[src/rtl/pipe_hazard_ctrl_pkg.sv]
// Shared definitions for the issue/hazard controller: opcodes,
// instruction field positions, FSM states and the opcode classifier.
package pipe_hazard_ctrl_pkg;

    localparam int REG_W   = 3;
    localparam int OP_W    = 7;
    localparam int CNT_W   = 3;
    localparam int LHS_MSB = 12;
    localparam int LHS_LSB = 10;
    localparam int RHS_MSB = 9;
    localparam int RHS_LSB = 7;
    localparam int OP_MSB  = 6;

    localparam logic [OP_W-1:0] OP_JMP = 7'd2;
    localparam logic [OP_W-1:0] OP_CMP = 7'd3;
    localparam logic [OP_W-1:0] OP_ADD = 7'd96;
    localparam logic [OP_W-1:0] OP_SUB = 7'd97;
    localparam logic [OP_W-1:0] OP_INC = 7'd98;
    localparam logic [OP_W-1:0] OP_DEC = 7'd99;
    localparam logic [OP_W-1:0] OP_SHL = 7'd100;
    localparam logic [OP_W-1:0] OP_SHR = 7'd101;
    localparam logic [OP_W-1:0] OP_AND = 7'd102;
    localparam logic [OP_W-1:0] OP_OR  = 7'd103;
    localparam logic [OP_W-1:0] OP_XOR = 7'd104;
    localparam logic [OP_W-1:0] OP_NOT = 7'd105;

    typedef enum logic {
        ST_RUN    = 1'b0,
        ST_SHADOW = 1'b1
    } state_e;

    typedef struct packed {
        logic rd_lhs;
        logic rd_rhs;
        logic wr_lhs;
        logic jump;
    } op_class_t;

    function automatic op_class_t classify(input logic [OP_W-1:0] op);
        op_class_t c;
        c = '0;
        unique case (op)
            OP_ADD, OP_SUB, OP_AND, OP_OR, OP_XOR: begin
                c.rd_lhs = 1'b1;
                c.rd_rhs = 1'b1;
                c.wr_lhs = 1'b1;
            end
            OP_INC, OP_DEC, OP_SHL, OP_SHR, OP_NOT: begin
                c.rd_lhs = 1'b1;
                c.wr_lhs = 1'b1;
            end
            OP_CMP: begin
                c.rd_lhs = 1'b1;
                c.rd_rhs = 1'b1;
            end
            OP_JMP: c.jump = 1'b1;
            default: c = '0;
        endcase
        return c;
    endfunction

endpackage

[src/rtl/pipe_scoreboard.sv]
// Per-register write-back countdown; a register is busy while its
// counter is nonzero. A fresh load takes priority over the decrement.
module pipe_scoreboard
    import pipe_hazard_ctrl_pkg::*;
#(
    parameter int NUM_REGS   = 8,
    parameter int WB_LATENCY = 3
) (
    input  logic                clk,
    input  logic                rst_n,
    input  logic                set_en,
    input  logic [REG_W-1:0]    set_idx,
    input  logic [REG_W-1:0]    src0,
    input  logic [REG_W-1:0]    src1,
    input  logic                hold,
    output logic [NUM_REGS-1:0] busy,
    output logic                src0_busy,
    output logic                src1_busy
);

    localparam logic [CNT_W-1:0] LOAD = CNT_W'(WB_LATENCY);

    logic [CNT_W-1:0] cnt [NUM_REGS];

    always_ff @(posedge clk) begin
        if (!rst_n) begin
            for (int i = 0; i < NUM_REGS; i++)
                cnt[i] <= '0;
        end else begin
            for (int i = 0; i < NUM_REGS; i++) begin
                if (set_en && set_idx == REG_W'(i))
                    cnt[i] <= LOAD;
                else if (!hold && cnt[i] != '0)
                    cnt[i] <= cnt[i] - 1'b1;
            end
        end
    end

    always_comb begin
        busy = '0;
        for (int i = 0; i < NUM_REGS; i++)
            busy[i] = (cnt[i] != '0);
    end

    assign src0_busy = busy[src0];
    assign src1_busy = busy[src1];

endmodule

[src/rtl/pipe_hazard_ctrl.sv]
// Issue and hazard control between decode and ALU: RAW stall via the
// scoreboard, plus fetch gating and squash during a jump's shadow.
module pipe_hazard_ctrl
    import pipe_hazard_ctrl_pkg::*;
#(
    parameter int DATA_WIDTH    = 16,
    parameter int NUM_REGS      = 8,
    parameter int WB_LATENCY    = 3,
    parameter int BRANCH_SHADOW = 2
) (
    input  logic                  clk,
    input  logic                  rst_n,
    input  logic                  dec_valid,
    input  logic [DATA_WIDTH-1:0] dec_instr,
    input  logic                  ex_hold,
    input  logic                  flush,
    output logic                  dec_stall,
    output logic                  issue_valid,
    output logic                  fetch_en,
    output logic [NUM_REGS-1:0]   sb_busy,
    output logic                  state
);

    localparam logic [CNT_W-1:0] SHADOW_LOAD = CNT_W'(BRANCH_SHADOW);

    logic [OP_W-1:0]     opcode;
    logic [REG_W-1:0]    lhs;
    logic [REG_W-1:0]    rhs;
    logic                unused_bits;
    op_class_t           cls;
    state_e              state_q;
    state_e              state_d;
    logic [CNT_W-1:0]    shadow_q;
    logic [CNT_W-1:0]    shadow_d;
    logic                lhs_busy;
    logic                rhs_busy;
    logic                hazard;
    logic                in_run;
    logic                sb_set;
    logic [NUM_REGS-1:0] busy_raw;

    assign opcode      = dec_instr[OP_MSB:0];
    assign lhs         = dec_instr[LHS_MSB:LHS_LSB];
    assign rhs         = dec_instr[RHS_MSB:RHS_LSB];
    assign unused_bits = ^dec_instr[DATA_WIDTH-1:LHS_MSB+1];
    assign cls         = classify(opcode);

    assign in_run = (state_q == ST_RUN);
    assign hazard = dec_valid
                  & ((cls.rd_lhs & lhs_busy)
                  |  (cls.rd_rhs & rhs_busy));

    assign dec_stall   = rst_n & dec_valid & in_run
                       & (hazard | ex_hold);
    assign issue_valid = rst_n & dec_valid & in_run
                       & ~hazard & ~ex_hold & ~flush;
    assign fetch_en    = rst_n & in_run;
    assign sb_busy     = rst_n ? busy_raw : '0;
    assign state       = state_q;
    assign sb_set      = issue_valid & cls.wr_lhs;

    pipe_scoreboard #(
        .NUM_REGS   (NUM_REGS),
        .WB_LATENCY (WB_LATENCY)
    ) u_sb (
        .clk       (clk),
        .rst_n     (rst_n),
        .set_en    (sb_set),
        .set_idx   (lhs),
        .src0      (lhs),
        .src1      (rhs),
        .hold      (ex_hold),
        .busy      (busy_raw),
        .src0_busy (lhs_busy),
        .src1_busy (rhs_busy)
    );

    always_ff @(posedge clk) begin
        if (!rst_n) begin
            state_q  <= ST_RUN;
            shadow_q <= '0;
        end else begin
            state_q  <= state_d;
            shadow_q <= shadow_d;
        end
    end

    always_comb begin
        state_d  = state_q;
        shadow_d = shadow_q;
        if (flush) begin
            state_d  = ST_RUN;
            shadow_d = '0;
        end else begin
            unique case (state_q)
                ST_RUN: begin
                    if (issue_valid && cls.jump) begin
                        state_d  = ST_SHADOW;
                        shadow_d = SHADOW_LOAD;
                    end
                end
                ST_SHADOW: begin
                    // a zero count here can only be stale; leave at once
                    if (!ex_hold) begin
                        if (shadow_q <= 3'd1) begin
                            state_d  = ST_RUN;
                            shadow_d = '0;
                        end else begin
                            shadow_d = shadow_q - 1'b1;
                        end
                    end
                end
                default: state_d = ST_RUN;
            endcase
        end
    end

endmodule

[config.mk]
export PLATFORM = sky130hd
export DESIGN_NAME = pipe_hazard_ctrl
export DESIGN_NICKNAME = d
export VERILOG_FILES = /design/src/rtl/pipe_hazard_ctrl_pkg.sv /design/src/rtl/pipe_scoreboard.sv /design/src/rtl/pipe_hazard_ctrl.sv
export SDC_FILE = /design/constraint.sdc
export NUM_CORES = 1
export LEC_CHECK = 0
export CAP_MARGIN = 10
export CORE_UTILIZATION = 40
export DETAILED_ROUTE_END_ITERATION = 8
export GPL_ROUTABILITY_DRIVEN = 0
export PLACE_DENSITY = 0.65
export SLEW_MARGIN = 20
export SYNTH_ARGS = -nofsm -noshare
export SYNTH_HDL_FRONTEND = slang
export SYNTH_SLANG_ARGS = --single-unit
[constraint.sdc]
create_clock -name clk -period 6.6 [get_ports clk]
set_clock_uncertainty 0.1 [all_clocks]
set_input_delay 1.32 -clock clk [delete_from_list [all_inputs] [get_ports clk]]
set_output_delay 1.32 -clock clk [all_outputs]
set_load 0.01 [all_outputs]
Yosys cells after proc, flatten, opt, wreduce, memory -nomap -nowiden
Memory sizes are Yosys's and may differ from the RTL's.
Index checks and enable logic that the tools add are counted.
{"block": "op_classes", "addsub": 9, "mul": 0, "div": 0, "n_lt_le_gt_ge": 3, "n_eq_ne": 21, "shifts": 0, "muxes": 90, "bitwise": 34, "reduce_logical": 32}
{"operator": "== test 7 bit, second input constant", "count": 10}
{"operator": "2-to-1 mux 1 bit", "count": 66}
{"operator": "2-to-1 mux 3 bit", "count": 19}
{"operator": "subtractor 3 x 1 -> 3 bit, second input constant", "count": 9}
{"operator": "nonzero test 3 bit", "count": 8}
{"operator": "bitwise OR 1 bit", "count": 18}
{"operator": "logical AND 1 bit", "count": 17}
{"operator": "== test 7 x 2 -> 1 bit, second input constant", "count": 2}
{"operator": "== test 3 bit, second input constant", "count": 4}
{"operator": "bitwise AND 1 bit", "count": 11}
{"operator": "OR reduction 11 bit", "count": 1}
{"operator": "OR reduction 10 bit", "count": 1}
{"operator": "less-than comparator 3 x 4 -> 1 bit, second input constant", "count": 2}
{"operator": "2-to-1 mux 8 bit", "count": 1}
{"operator": "binary-select mux 1 bit (select 3 bit)", "count": 2}
{"operator": "== test 3 x 2 -> 1 bit, second input constant", "count": 2}
{"operator": "case mux 3 bit (2 select lines)", "count": 1}
{"operator": "OR reduction 6 bit", "count": 1}
{"operator": "NOT 1 bit", "count": 5}
{"operator": "== test 3 x 1 -> 1 bit, second input constant", "count": 1}
{"operator": "less-or-equal comparator 3 x 1 -> 1 bit, second input constant", "count": 1}
{"operator": "logical NOT 3 bit", "count": 1}
{"operator": "!= test 2 x 1 -> 1 bit, second input constant", "count": 1}
{"operator": "!= test 2 bit, second input constant", "count": 1}
{"operator": "other kinds (4)", "count": 4}
{"block": "word_totals", "reg_bits": 4, "latchBits": 0, "mem_bits_rw": 24, "rom_bits": 0, "memories": 1}
{"name": "u_sb.cnt", "words": 8, "word_bits": 3, "read_ports": 8, "rd_ports_with_merged_regs": 0, "write_ports": 8, "line": "pipe_scoreboard.sv:23", "text": "logic [CNT_W-1:0] cnt [NUM_REGS];"}

Longest topological paths before layout
Gate-level depths: netlist of run 1.
{"block": "logic_depth", "depth_word": 17, "depth_mapped": 9, "ltp_nobuf": 8}

Modules after synthesis
From an unflattened synthesis of run 1, not the netlist that was laid out.
{"block": "hier_totals", "hier_cells": 224, "hier_area_um2": 2164.6}
{"module": "pipe_scoreboard", "instances": 1, "cells_per_inst": 165, "area_per_inst_um2": 1709.1, "seq_area_each_um2": 720.7}
{"module": "pipe_hazard_ctrl", "instances": 1, "cells_per_inst": 59, "area_per_inst_um2": 455.4, "seq_area_each_um2": 80.1}

Least setup slack after synthesis of run 1
OpenSTA, ideal clock, no wires.
{"block": "synth_timing", "kind": "input-to-output", "from": "input port dec_instr[8]", "to": "output port dec_stall", "arrival_time_ns": 2.568, "required_ns": 5.180, "slack_ns": 2.612, "path_stages": 5, "path_cell_list": "mux4_2 and2b_2 a221oi_1 a211oi_1 nor2_1"}
{"block": "synth_between", "elab_chain_cells": 7}
{"element": "from (decl)", "line": "pipe_hazard_ctrl.sv:14", "text": "input logic [DATA_WIDTH-1:0] dec_instr,"}
{"element": "binary-select mux 1 bit (select 3 bit)", "line": "pipe_scoreboard.sv:46", "text": "assign src1_busy = busy[src1];"}
{"element": "2-to-1 mux 1 bit (not written as such)", "line": "pipe_scoreboard.sv:46"}
{"element": "bitwise AND 1 bit", "line": "pipe_hazard_ctrl.sv:51", "text": "| (cls.rd_rhs & rhs_busy));"}
{"element": "bitwise OR 1 bit", "line": "pipe_hazard_ctrl.sv:51"}
{"element": "bitwise AND 1 bit", "line": "pipe_hazard_ctrl.sv:50", "text": "& ((cls.rd_lhs & lhs_busy)"}
{"element": "bitwise OR 1 bit", "line": "pipe_hazard_ctrl.sv:54", "text": "& (hazard | ex_hold);"}
{"element": "bitwise AND 1 bit", "line": "pipe_hazard_ctrl.sv:54"}
{"element": "to (decl)", "line": "pipe_hazard_ctrl.sv:17", "text": "output logic dec_stall,"}
No other way between the ends. The select of a mux whose other input is x is not followed.

Worst setup path after layout of run 1
Same ends and word-level chain as after synthesis.

==> reports/results.ini, run 1 <==
[place]
dp.cells = 253
portBuffers = 29
pre_cts_ws_ns = 1.420
dpl.hpwl_um = 2988

[min_path]
hp-start = shadow_q[2]
min_path_type = reg -> reg
hold_depth = 2
whs_endpoint = shadow_q[2]

[status]
failed_checks = design-rule violations
status = finished with violations

[timing]
tns_ns = 0
rsz0062_at_grt = false
fmax_ghz = 0.1938
drv_slew = 0
period_needed_ns = 5.159
hold_viol = 0
worst_slew_pin_slew_ns = 0.6708
fin_crit_sh_pct = 78.16
fin_ws_ns = 1.441
finalSetupViolCount = 0
maxSlewHeadroom_pct = 55.14

[cts]
ctsHtreeMaxLevel = 1
cts_inserted_buffers = 3
cts-root-buf = clkbuf_8
path_clk_slew_ns = 0.10
clock_sinks = 28
holdBufCountCts = 0
cts_setup_buffers = 0
post_cts_resize_count = 0
cts_tree = done
clk_path_buf_depth = 2
clkLatencyLatePin_ns = 0.29

[die]
die_x_um = 71.36
dieArea_um2 = 5092
ios = 33
core_area_um2 = 4474
fp-row-count = 24
initial_core_util_pct = 43.01
fp.dieH_um = 71.36

[final_layout]
syn2layout_area_growth_pct = 19.18
layout_commonest_cell = clkdlybuf4s50_1
final_util_pct = 51.26
multi_input_area_um2 = 960.9
final_cell_mix = clkdlybuf4s50_1, inv_1, edfxtp_1
num_antenna_cells = 0
nNetsFinal = 245
nFillCells = 404
drive_above_1_share_pct = 6.829
layout.area.seq_um2 = 800.8
final_cells = 257

[grt]
antenna_found_initial = 0
grt_first_pass_wirelength_um = 6423
grt_pass1_vias = 1440
overflow = 0
grt_use_total_pct = 15.99
grt_max_degree = 26

[routing]
drtPass1Iterations = 6
route.top_layer_used = met4
drt_wl_total_um = 3931
vias = 1478
drc = 2
first_iter_violations = 90
met1Wirelength_um = 1790
antenna_left = 0
dr_wl_met3_um = 93
vias_per_cell = 5.751
met2_length_um = 2023
post_drt_wl_per_cell_um = 15.30

[pwr]
max-vdd-ir-drop_mv = 0.1402
power_density_nw_per_um2 = 210.3
leakagePower_uw = 0.0008511

[yosys]
synth_top_family_by_area = simple AND/OR/NAND/NOR gates
synth_edf_count = 24
ys_types = 41
synth-seq-cells = 28
synth_compound_area_share_pct = 16.64
syn_area_um2 = 1924
synthAdderAreaFrac_pct = 11.70
async_flop_share_pct = 0
yosys.area_share.simple_pct = 17.88
syn_area_per_cell_um2 = 10.69
synth-seq-area-share_pct = 41.61
ys_warn_count = 0
muxShareOfSynthArea_pct = 3.706
synthXorXnorAreaFrac_pct = 0
synth_flop_cell = edfxtp_1
synth_nets = 219
postSynthCellCount = 180

[critical_path]
r2r-end = u_sb.cnt[3][5]
crit_arrival_ns = 3.74
r2r_slack_ns = 3.57
rr_worst_depth = 8
start_kind = input port
end_kind = output pin
critPathKind = in -> out
required_ns = 5.18
critPathMaxFanout = 4
worstReg2RegStart = u_sb.cnt[3][0]

[flow_run]
drv_cap = 0

worst max-delay path by stage:
stage	start	end	slack, ns	cells after the start
2_1_floorplan	dec_instr[8]	dec_stall	2.61	5
3_3_place_gp	dec_instr[8]	dec_stall	1.45	7
3_5_place_dp	dec_instr[8]	dec_stall	1.42	7
4_1_cts	dec_instr[8]	dec_stall	1.42	7
5_1_grt	dec_instr[8]	dec_stall	1.31	7
6_report	dec_instr[8]	dec_stall	1.44	7
through the flow:
step                cell area (um^2)  power [uW]  hold WS (ns)
floorplan                       1924       303.4        0.3949
global placement                2222       342.2        0.4188
detailed placement              2222       350.2        0.4386
CTS                             2293       484.6        0.4630
global route                    2293       506.1        0.5138
finish                          2293       482.2        0.4693
power breakdown:
part | leakage (uW) | total, uW | switching [uW] | internal (uW)
sequential | 0.000289 | 221 | 6.18 | 215
combinational | 0.000527 | 124 | 63.8 | 60.7
clock | 0.0000357 | 137 | 55.6 | 81.3
cell families (layout without fill, tap and decap cells):
| kind of cell | after synthesis | after routing |
|---|---|---|
| muxes | 4 | 4 |
| buffers and inverters | 35 | 60 |
| adders and majority gates | 18 | 18 |
| AOI/OAI and AO/OA | 41 | 41 |
| DFF | 28 | 28 |
| and+or+nand+nor | 54 | 54 |
flip-flops by register name, summed over array words and instances (netlist names):
| name | cells |
|---|---|
| u_sb.cnt | 24 |
| shadow_q | 3 |
| state | 1 |
synth_stat cells, types with 2 or more instances:
cell type  instances  share of area, %
dfxtp_1            4               4.2
o221ai_1           8               3.6
and3b_1            2              0.91
ha_1              18                12
nand2b_1           3              0.98
and2b_2            3               1.4
a211oi_1           6               2.3
nor2b_1           10               3.3
inv_1             26               5.1
mux2_1             2               1.2
nand2_1            4              0.78
clkbuf_1           3              0.59
o21ai_0            4               1.0
a21boi_0           4               1.6
nor4b_1            4               1.8
o32ai_1           12               5.5
nand3_1            2              0.52
nor2_1            10               2.0
nor3_1             7               1.8
buf_6              3               1.8
edfxtp_1          24                37
a21oi_1            2              0.52
routing by layer:
metal | track usage, % | up-vias
met3 | 3.376 | 2
met1 | 19.91 | 729
met5 | 0 | -
li1 | - | 727
met4 | 2.667 | 0
met2 | 28.89 | 20
layout make-up:
class / count / area share (%)
timing repair buffer: 30 / 12.98
sequential: 28 / 34.92
clock inverter: 1 / 1.309
clock buffer: 3 / 1.800
multi-input combinational: 117 / 41.90
tap: 52 / 2.837
inverter: 26 / 4.255
worst max-delay path, stage by stage:
cell             delay [ns]
clkdlybuf4s50_1        0.56
mux4_2                 0.52
and2b_2                0.20
a221oi_1               0.39
a211oi_1               0.09
nor2_1                 0.12
clkdlybuf4s50_1        0.54
No activity file was read; power rests on OpenSTA's default activity.
==> run 2: changes to the inputs <==
- PLACE_DENSITY: 0.65 -> 0.68
- clock period: 6.6 -> 4.6 ns (I/O delays scaled with it)
==> reports/results.ini, run 2 (synthesis results as in run 1) <==
[grt]
grt_pass1_vias = 1356
grt_first_pass_wirelength_um = 6375
antenna_found_initial = 0
grt_use_total_pct = 16.02
overflow = 0
grt_max_degree = 26

[final_layout]
nFillCells = 414
num_antenna_cells = 0
multi_input_area_um2 = 960.9
final_cells = 259
drive_above_1_share_pct = 7.246
syn2layout_area_growth_pct = 18.60
final_cell_mix = clkdlybuf4s50_1, inv_1, edfxtp_1
largest-register = u_sb.cnt
largest_reg_flops = 24
layout.area.seq_um2 = 800.8
nNetsFinal = 247
layout_commonest_cell = clkdlybuf4s50_1

[die]
fp.dieH_um = 71.36
core_area_um2 = 4474
die_x_um = 71.36
fp-row-count = 24
ios = 33
dieArea_um2 = 5092
initial_core_util_pct = 43.01

[status]
status = finished with violations
failed_checks = design-rule violations

[cts]
holdBufCountCts = 0
path_clk_slew_ns = 0.10
cts-root-buf = clkbuf_8
ctsHtreeMaxLevel = 1
clkLatencyLatePin_ns = 0.28
cts_setup_buffers = 0
clk_path_buf_depth = 2
cts_inserted_buffers = 3
post_cts_resize_count = 0
clock_sinks = 28
cts_tree = done

[routing]
vias_per_cell = 5.598
post_drt_wl_per_cell_um = 14.91
drtPass1Iterations = 6
first_iter_violations = 50
antenna_left = 0
drc = 3
drt_wl_total_um = 3861
vias = 1450

[pwr]
leakagePower_uw = 0.0008483
power.total_uw = 640.7
max-vdd-ir-drop_mv = 0.1471
power_density_nw_per_um2 = 280.8

[critical_path]
start_kind = input port
end_kind = output pin
critPathMaxFanout = 7
critPathKind = in -> out
required_ns = 3.58
crit_arrival_ns = 3.21

[flow_run]
drv_cap = 0

[timing]
worst_slew_pin_slew_ns = 0.6772
tns_ns = 0
rsz0062_at_grt = false
period_needed_ns = 4.227
fin_ws_ns = 0.3727
fin_crit_sh_pct = 91.90
worst_hold_slack_ns = 0.4617
drv_slew = 0
finalSetupViolCount = 0
maxSlewHeadroom_pct = 54.85
hold_viol = 0
fmax_ghz = 0.2366

[place]
portBuffers = 29
dp.cells = 255
dpl.hpwl_um = 2873
pre_cts_ws_ns = 0.3939

[min_path]
min_path_type = reg -> reg

-- run 2: cell count changes in the layout (fill, tap and decap cells not counted), sizes merged --
| cell | delta |
|---|---|
| bufinv | -1 |
| clkbuf | +1 |
| buf | +2 |
-- run 2: layer usage --
layer,track usage (%),vias up,part of all wire (%),routed length (um)
met1,20.99,689,48,1837
met4,5.333,0,1.1,42
met2,27.09,24,48,1834
met5,0,-,0,0
li1,-,733,-,-
met3,2.532,4,3.8,147
-- run 2: final timing paths --
check                                     from             end  slack [ns]  cells after the start
worst min register to register     shadow_q[2]     shadow_q[2]        0.46                      2
worst min-delay path               shadow_q[2]     shadow_q[2]        0.46                      2
worst max-delay path             dec_instr[12]     issue_valid        0.37                      6
worst max register to register  u_sb.cnt[2][0]  u_sb.cnt[1][0]        1.55                      9
-- run 2: metrics by stage --
step | area [um^2] | util, %
finish | 2282 | 51.01
global route | 2282 | 51.01
CTS | 2282 | 51.01
detailed placement | 2237 | 50.00
global placement | 2237 | 50.00
floorplan | 1924 | -
-- run 2: layout make-up --
cell class / count / area share (%)
Sequential cell: 28 / 35.09
Multi-Input combinational cell: 117 / 42.11
Timing Repair Buffer: 32 / 13.71
Inverter: 26 / 4.276
Tap cell: 52 / 2.851
Clock buffer: 4 / 1.974
-- run 2: worst max-delay path: stages --
cell and delay, ns:
clkdlybuf4s50_1 0.51, or2_0 0.37, o22ai_1 0.16, or3_4 0.43
a211oi_1 0.23, clkdlybuf4s50_1 0.59
-- run 2: where the power goes --
part	internal [uW]	switching, uW	total (uW)
clock	62.4	84.5	147
combinational	87.5	90.2	178
sequential	308	8.23	316
==> run 3: changes to the inputs <==
- GPL_TIMING_DRIVEN: unset -> 0
==> reports/results.ini, run 3 (synthesis results as in run 1) <==
[status]
status = finished with violations
failed_checks = design-rule violations

[timing]
worst_slew_pin_slew_ns = 0.5083
finalSetupViolCount = 0
maxSlewHeadroom_pct = 66.11
fin_crit_sh_pct = 93.84
fmax_ghz = 0.2317
drv_slew = 0
worst_hold_slack_ns = 0.4628
tns_ns = 0
rsz0062_at_grt = false
hold_viol = 0
period_needed_ns = 4.317
fin_ws_ns = 0.2833

[pwr]
leakagePower_uw = 0.0008755
power_density_nw_per_um2 = 298.0
p_comb_share_pct = 25.9
max-vdd-ir-drop_mv = 0.1232
p_seq_share_pct = 45.3
p_clk_share_pct = 28.7
swShare_pct = 26.43
power_switching_uw = 184.4
intPower_uw = 513.3

[cts]
clk_path_buf_depth = 2
holdBufCountCts = 0
cts_inserted_buffers = 3
cts-root-buf = clkbuf_8
clkLatencyLatePin_ns = 0.28
ctsHtreeMaxLevel = 1
path_clk_slew_ns = 0.10
cts_setup_buffers = 0
post_cts_resize_count = 0
clock_sinks = 28
cts_tree = done

[routing]
vias = 1494
first_iter_violations = 96
drt_wl_total_um = 3998
antenna_left = 0
post_drt_wl_per_cell_um = 15.14
drc = 3
drtPass1Iterations = 6
vias_per_cell = 5.659

[final_layout]
largest_reg_flops = 24
drive_above_1_share_pct = 8.962
num_antenna_cells = 0
largest-register = u_sb.cnt
syn2layout_area_growth_pct = 21.65
layout_commonest_cell = clkdlybuf4s50_1
nNetsFinal = 252
final_cell_mix = clkdlybuf4s50_1, inv_1, edfxtp_1
final_util_pct = 52.32

[critical_path]
worstReg2RegStart = u_sb.cnt[0][3]
start_kind = input port
r2r-end = u_sb.cnt[0][2]
critPathMaxFanout = 4
critPathKind = in -> out
rr_worst_depth = 9
crit_arrival_ns = 3.30
crit_path_start = dec_instr[8]
required_ns = 3.58
r2r_slack_ns = 1.58
end_kind = output pin

[grt]
grt_pass1_vias = 1399
antenna_found_initial = 0
grt_first_pass_wirelength_um = 6520
overflow = 0
grt_max_degree = 17
grt_use_total_pct = 16.36

[die]
initial_core_util_pct = 43.01
die_x_um = 71.36
dieArea_um2 = 5092
core_area_um2 = 4474
fp-row-count = 24
ios = 33
fp.dieH_um = 71.36

[min_path]
whs_endpoint = shadow_q[2]
hp-start = shadow_q[2]
min_path_type = reg -> reg
hold_depth = 2

[place]
portBuffers = 28
pre_cts_ws_ns = 0.2299
dpl.hpwl_um = 2967

[flow_run]
drv_cap = 0

run 3: area by class of cell:
type                            instances  area [um^2]
Sequential cell                        28        800.8
Inverter                               26        97.59
Buffer                                  9        65.06
Clock buffer                            3        41.29
Multi-Input combinational cell        117        960.9
Tap cell                               52        65.06
Clock inverter                          1        30.03
Timing Repair Buffer                   28        280.3
Fill cell                             417         2133
run 3: worst max-delay path, stage by stage:
cell	delay, ns
clkdlybuf4s50_1	0.52
mux4_2	0.51
and2b_2	0.20
a221oi_1	0.41
a211oi_1	0.08
nor2_1	0.10
clkdlybuf4s50_1	0.55
run 3: power by group through the flow:
stage               logic (uW)  clock network (uW)  registers, uW
detailed placement         181                   0            323
finish                     181                 201            316
CTS                        183                 202            316
global placement           179                   0            321
global route               205                 211            319
floorplan                  116                   0            320
run 3: metal layers:
layer / vias up / global-route usage [%] / wire [um]
met5: - / 0 / 0
met4: 0 / 6.222 / 54
met3: 7 / 2.532 / 196
met2: 42 / 26.56 / 1815
met1: 695 / 22.13 / 1932
li1: 750 / - / -
run 3: how the worst max path moves through the flow:
stage	to	slack, ns	depth (start not counted)
finish	dec_stall	0.28	7
global route	dec_stall	0.10	7
CTS	dec_stall	0.27	7
detailed placement	dec_stall	0.23	7
floorplan	dec_stall	1.41	5
global placement	dec_stall	0.25	7
run 3: per-stage QoR:
| step | std cells | area (um^2) | power [uW] |
|---|---|---|---|
| after floorplan | 180 | 1924 | 435.4 |
| after global placement | 260 | 2270 | 500.0 |
| after detailed placement | 260 | 2270 | 503.8 |
| after CTS | 264 | 2341 | 700.9 |
| after global routing | 264 | 2341 | 733.7 |
| final | 264 | 2341 | 697.7 |
==> edit (flow settings as in run 3) <==
Reset style: asynchronous (`rst_n`), changed in 2 clocked blocks.
--- a/src/rtl/pipe_scoreboard.sv
+++ b/src/rtl/pipe_scoreboard.sv
@@ -22,7 +22,7 @@
 
     logic [CNT_W-1:0] cnt [NUM_REGS];
 
-    always_ff @(posedge clk) begin
+    always_ff @(posedge clk or negedge rst_n) begin
         if (!rst_n) begin
             for (int i = 0; i < NUM_REGS; i++)
                 cnt[i] <= '0;
--- a/src/rtl/pipe_hazard_ctrl.sv
+++ b/src/rtl/pipe_hazard_ctrl.sv
@@ -75,7 +75,7 @@
         .src1_busy (rhs_busy)
     );
 
-    always_ff @(posedge clk) begin
+    always_ff @(posedge clk or negedge rst_n) begin
         if (!rst_n) begin
             state_q  <= ST_RUN;
             shadow_q <= '0;
Formal check against the unedited RTL: differs if rst_n is asserted again (counterexample within 4 cycles, from zero or initial values and one cycle with rst_n low); with rst_n held inactive, the same outputs for 10 cycles.
==> edit against run 3 <==
  * The run still ends with design-rule violations left
  * First-iteration DRC count shrank 41%
  * Synthesized cell count grew 14%
  * Design area shrank 0.16%
  * Register-to-register slack gained 0.76 ns
  * Count of clock-buffer cells in the layout is the same
  * Maximum frequency shrank 0.69%
  * Worst setup slack lost 0.030 ns
  * Area after synthesis shrank 0.85%
  * Routed wire length shrank 7.6%
  * Non-clock buffer count shrank 3
  * Sequential cell count is the same
  * Critical endpoint unchanged
Power is not compared: it rests on default switching activity, and its combinational part moved more than twofold at a synthesized area within 25%.
==> edit: results (changes against run 3) <==
----------------------------------------------------
[Status]
  Result of the run ... finished, violations left
  Failing checks ... design-rule violations

[Worst setup path]
  Signal arrival time at the worst endpoint ... 3.33 ns (+0.03 ns)
  Maximum fanout along the worst path ... 10 (+6)
  Capture instance of the worst register-to-register path ... u_sb.cnt[4]$_DFFE_PN0P_
  CP Launch Point ... dec_instr[7]
  R2r startpoint ... u_sb.cnt[3]$_DFFE_PN0P_

[Yosys]
  Sequential-to-total area share from yosys stat ... 36.7% (-4.9 points)
  Largest family of logic cells by synthesized area ... simple AND/OR/NAND/NOR gates
  Most common library cells after synthesis ... sky130_fd_sc_hd__dfrtp_1 (28), sky130_fd_sc_hd__inv_1 (23), sky130_fd_sc_hd__nand2_1 (20), sky130_fd_sc_hd__ha_1 (18), sky130_fd_sc_hd__o21ai_0 (18)
  Adder-Cell Fraction of Synth Area ... 11.8% (+0.10 points)
  Compound-cell area share of the yosys netlist ... 13.4% (-3.2 points)
  Most common flop cell mapped by yosys ... sky130_fd_sc_hd__dfrtp_1
  Post-synth ARST share ... 100% (+100 points)
  Multiplexer fraction of the synthesized cell area ... 6.36% (+2.7 points)
  XOR/XNOR Fraction of Synth Area ... 7.34% (+7.3 points)
  Most area-consuming cells after synthesis ... sky130_fd_sc_hd__dfrtp_1 (37%), sky130_fd_sc_hd__ha_1 (12%), sky130_fd_sc_hd__xnor2_1 (7.3%)

[Final layout]
  Non-clock inverter total of the final layout ... 23 (-12%)
  Clk cell area share ... 3.05% (+0.0049 points)
  Number of non-clock buffers ... 34 (-8.1%)
  Fraction of layout cells with a size suffix above 1 ... 7.17% (-1.8 points)
  Multi-input gate count ... 148 (+26%)
  Fill count ... 430 (+3.1%)
  Register area ... 701 µm² (-13%)
  Number of nets at the end of the flow ... 277 (+9.9%)

[Min path]
  Hold Path Cell Cnt ... 1 (-1)
  Min-delay src ... u_sb.cnt[23]$_DFFE_PN0P_

[Route]
  DRC violation count after routing ... 5 (+2)
  Number of DRC violations after detailed-routing iteration 0 ... 57 (-41%)
  Routed wire length per instance ... 12.8 µm (-16%)
  Via count ... 1497 (+0.20%)

[Place]
  Estimated wirelength of the detail-placed design ... 2830 µm (-4.7%)

[Global routing]
  GR Util All Layers ... 16.0% (-0.35 points)
  Number of global-route vias before repair ... 1445 (+3.3%)
  Pin count of the biggest net entering global routing ... 25 (+8)

[STA]
  Headroom to the max-slew limit ... 65.3% (-0.85 points)

[Clock tree]
  Buffer levels on the longest clock path ... 2 (unchanged)

----------------------------------------------------
[edit: changes by cell type after synthesis, moves of 7 or more]
cell                       delta
sky130_fd_sc_hd__o221ai_1     -7
sky130_fd_sc_hd__dfrtp_1     +28
sky130_fd_sc_hd__edfxtp_1    -24
sky130_fd_sc_hd__o32ai_1     -12
sky130_fd_sc_hd__o21ai_0     +14
sky130_fd_sc_hd__o41ai_1      +8
sky130_fd_sc_hd__nand2_1     +16
sky130_fd_sc_hd__xnor2_1     +16
[edit: power breakdown]
part | internal [µW] | leakage, µW | switching [µW]
Clock | 117 | 0.0000357 | 80.0
Combinational | 249 | 0.000665 | 242
Sequential | 359 | 0.000329 | 64.6
Total | 724 | 0.00103 | 387
[edit: cell families after synthesis]
kind of cell	Yosys count
AND/OR/NAND/NOR	68
flip-flops	28
multiplexers	7
XOR/XNOR	16
adder cells (fa/ha/maj)	18
buffers and inverters	29
AO/OA/AOI/OAI	39
[edit: worst register-to-register path: cells and delay by family (launching register included)]
family | cells | cell delay [ns]
buffers and inverters | 2 | 0.24
muxes | 2 | 0.63
DFF | 1 | 0.39
adders and majority gates | 1 | 0.19
AOI/OAI and AO/OA | 2 | 0.22
and+or+nand+nor | 2 | 0.39
[edit: per-stage QoR]
step	std cells	setup TNS, ns	hold slack, ns	total power, µW	cell area [µm²]
CTS	289	0	0.381	1130	2340
detailed placement	285	0	0.364	926	2270
global placement	284	-0.0917	0.359	902	2240
finish	289	0	0.376	1110	2340
floorplan	205	0	0.345	785	1910
global route	289	0	0.392	1230	2340
[edit: routing by layer]
metal  GRT usage (%)  wire length [µm]
met4            2.89                15
met2            27.9              1700
met3            3.56               218
met1            20.7              1760
met5               0                 0
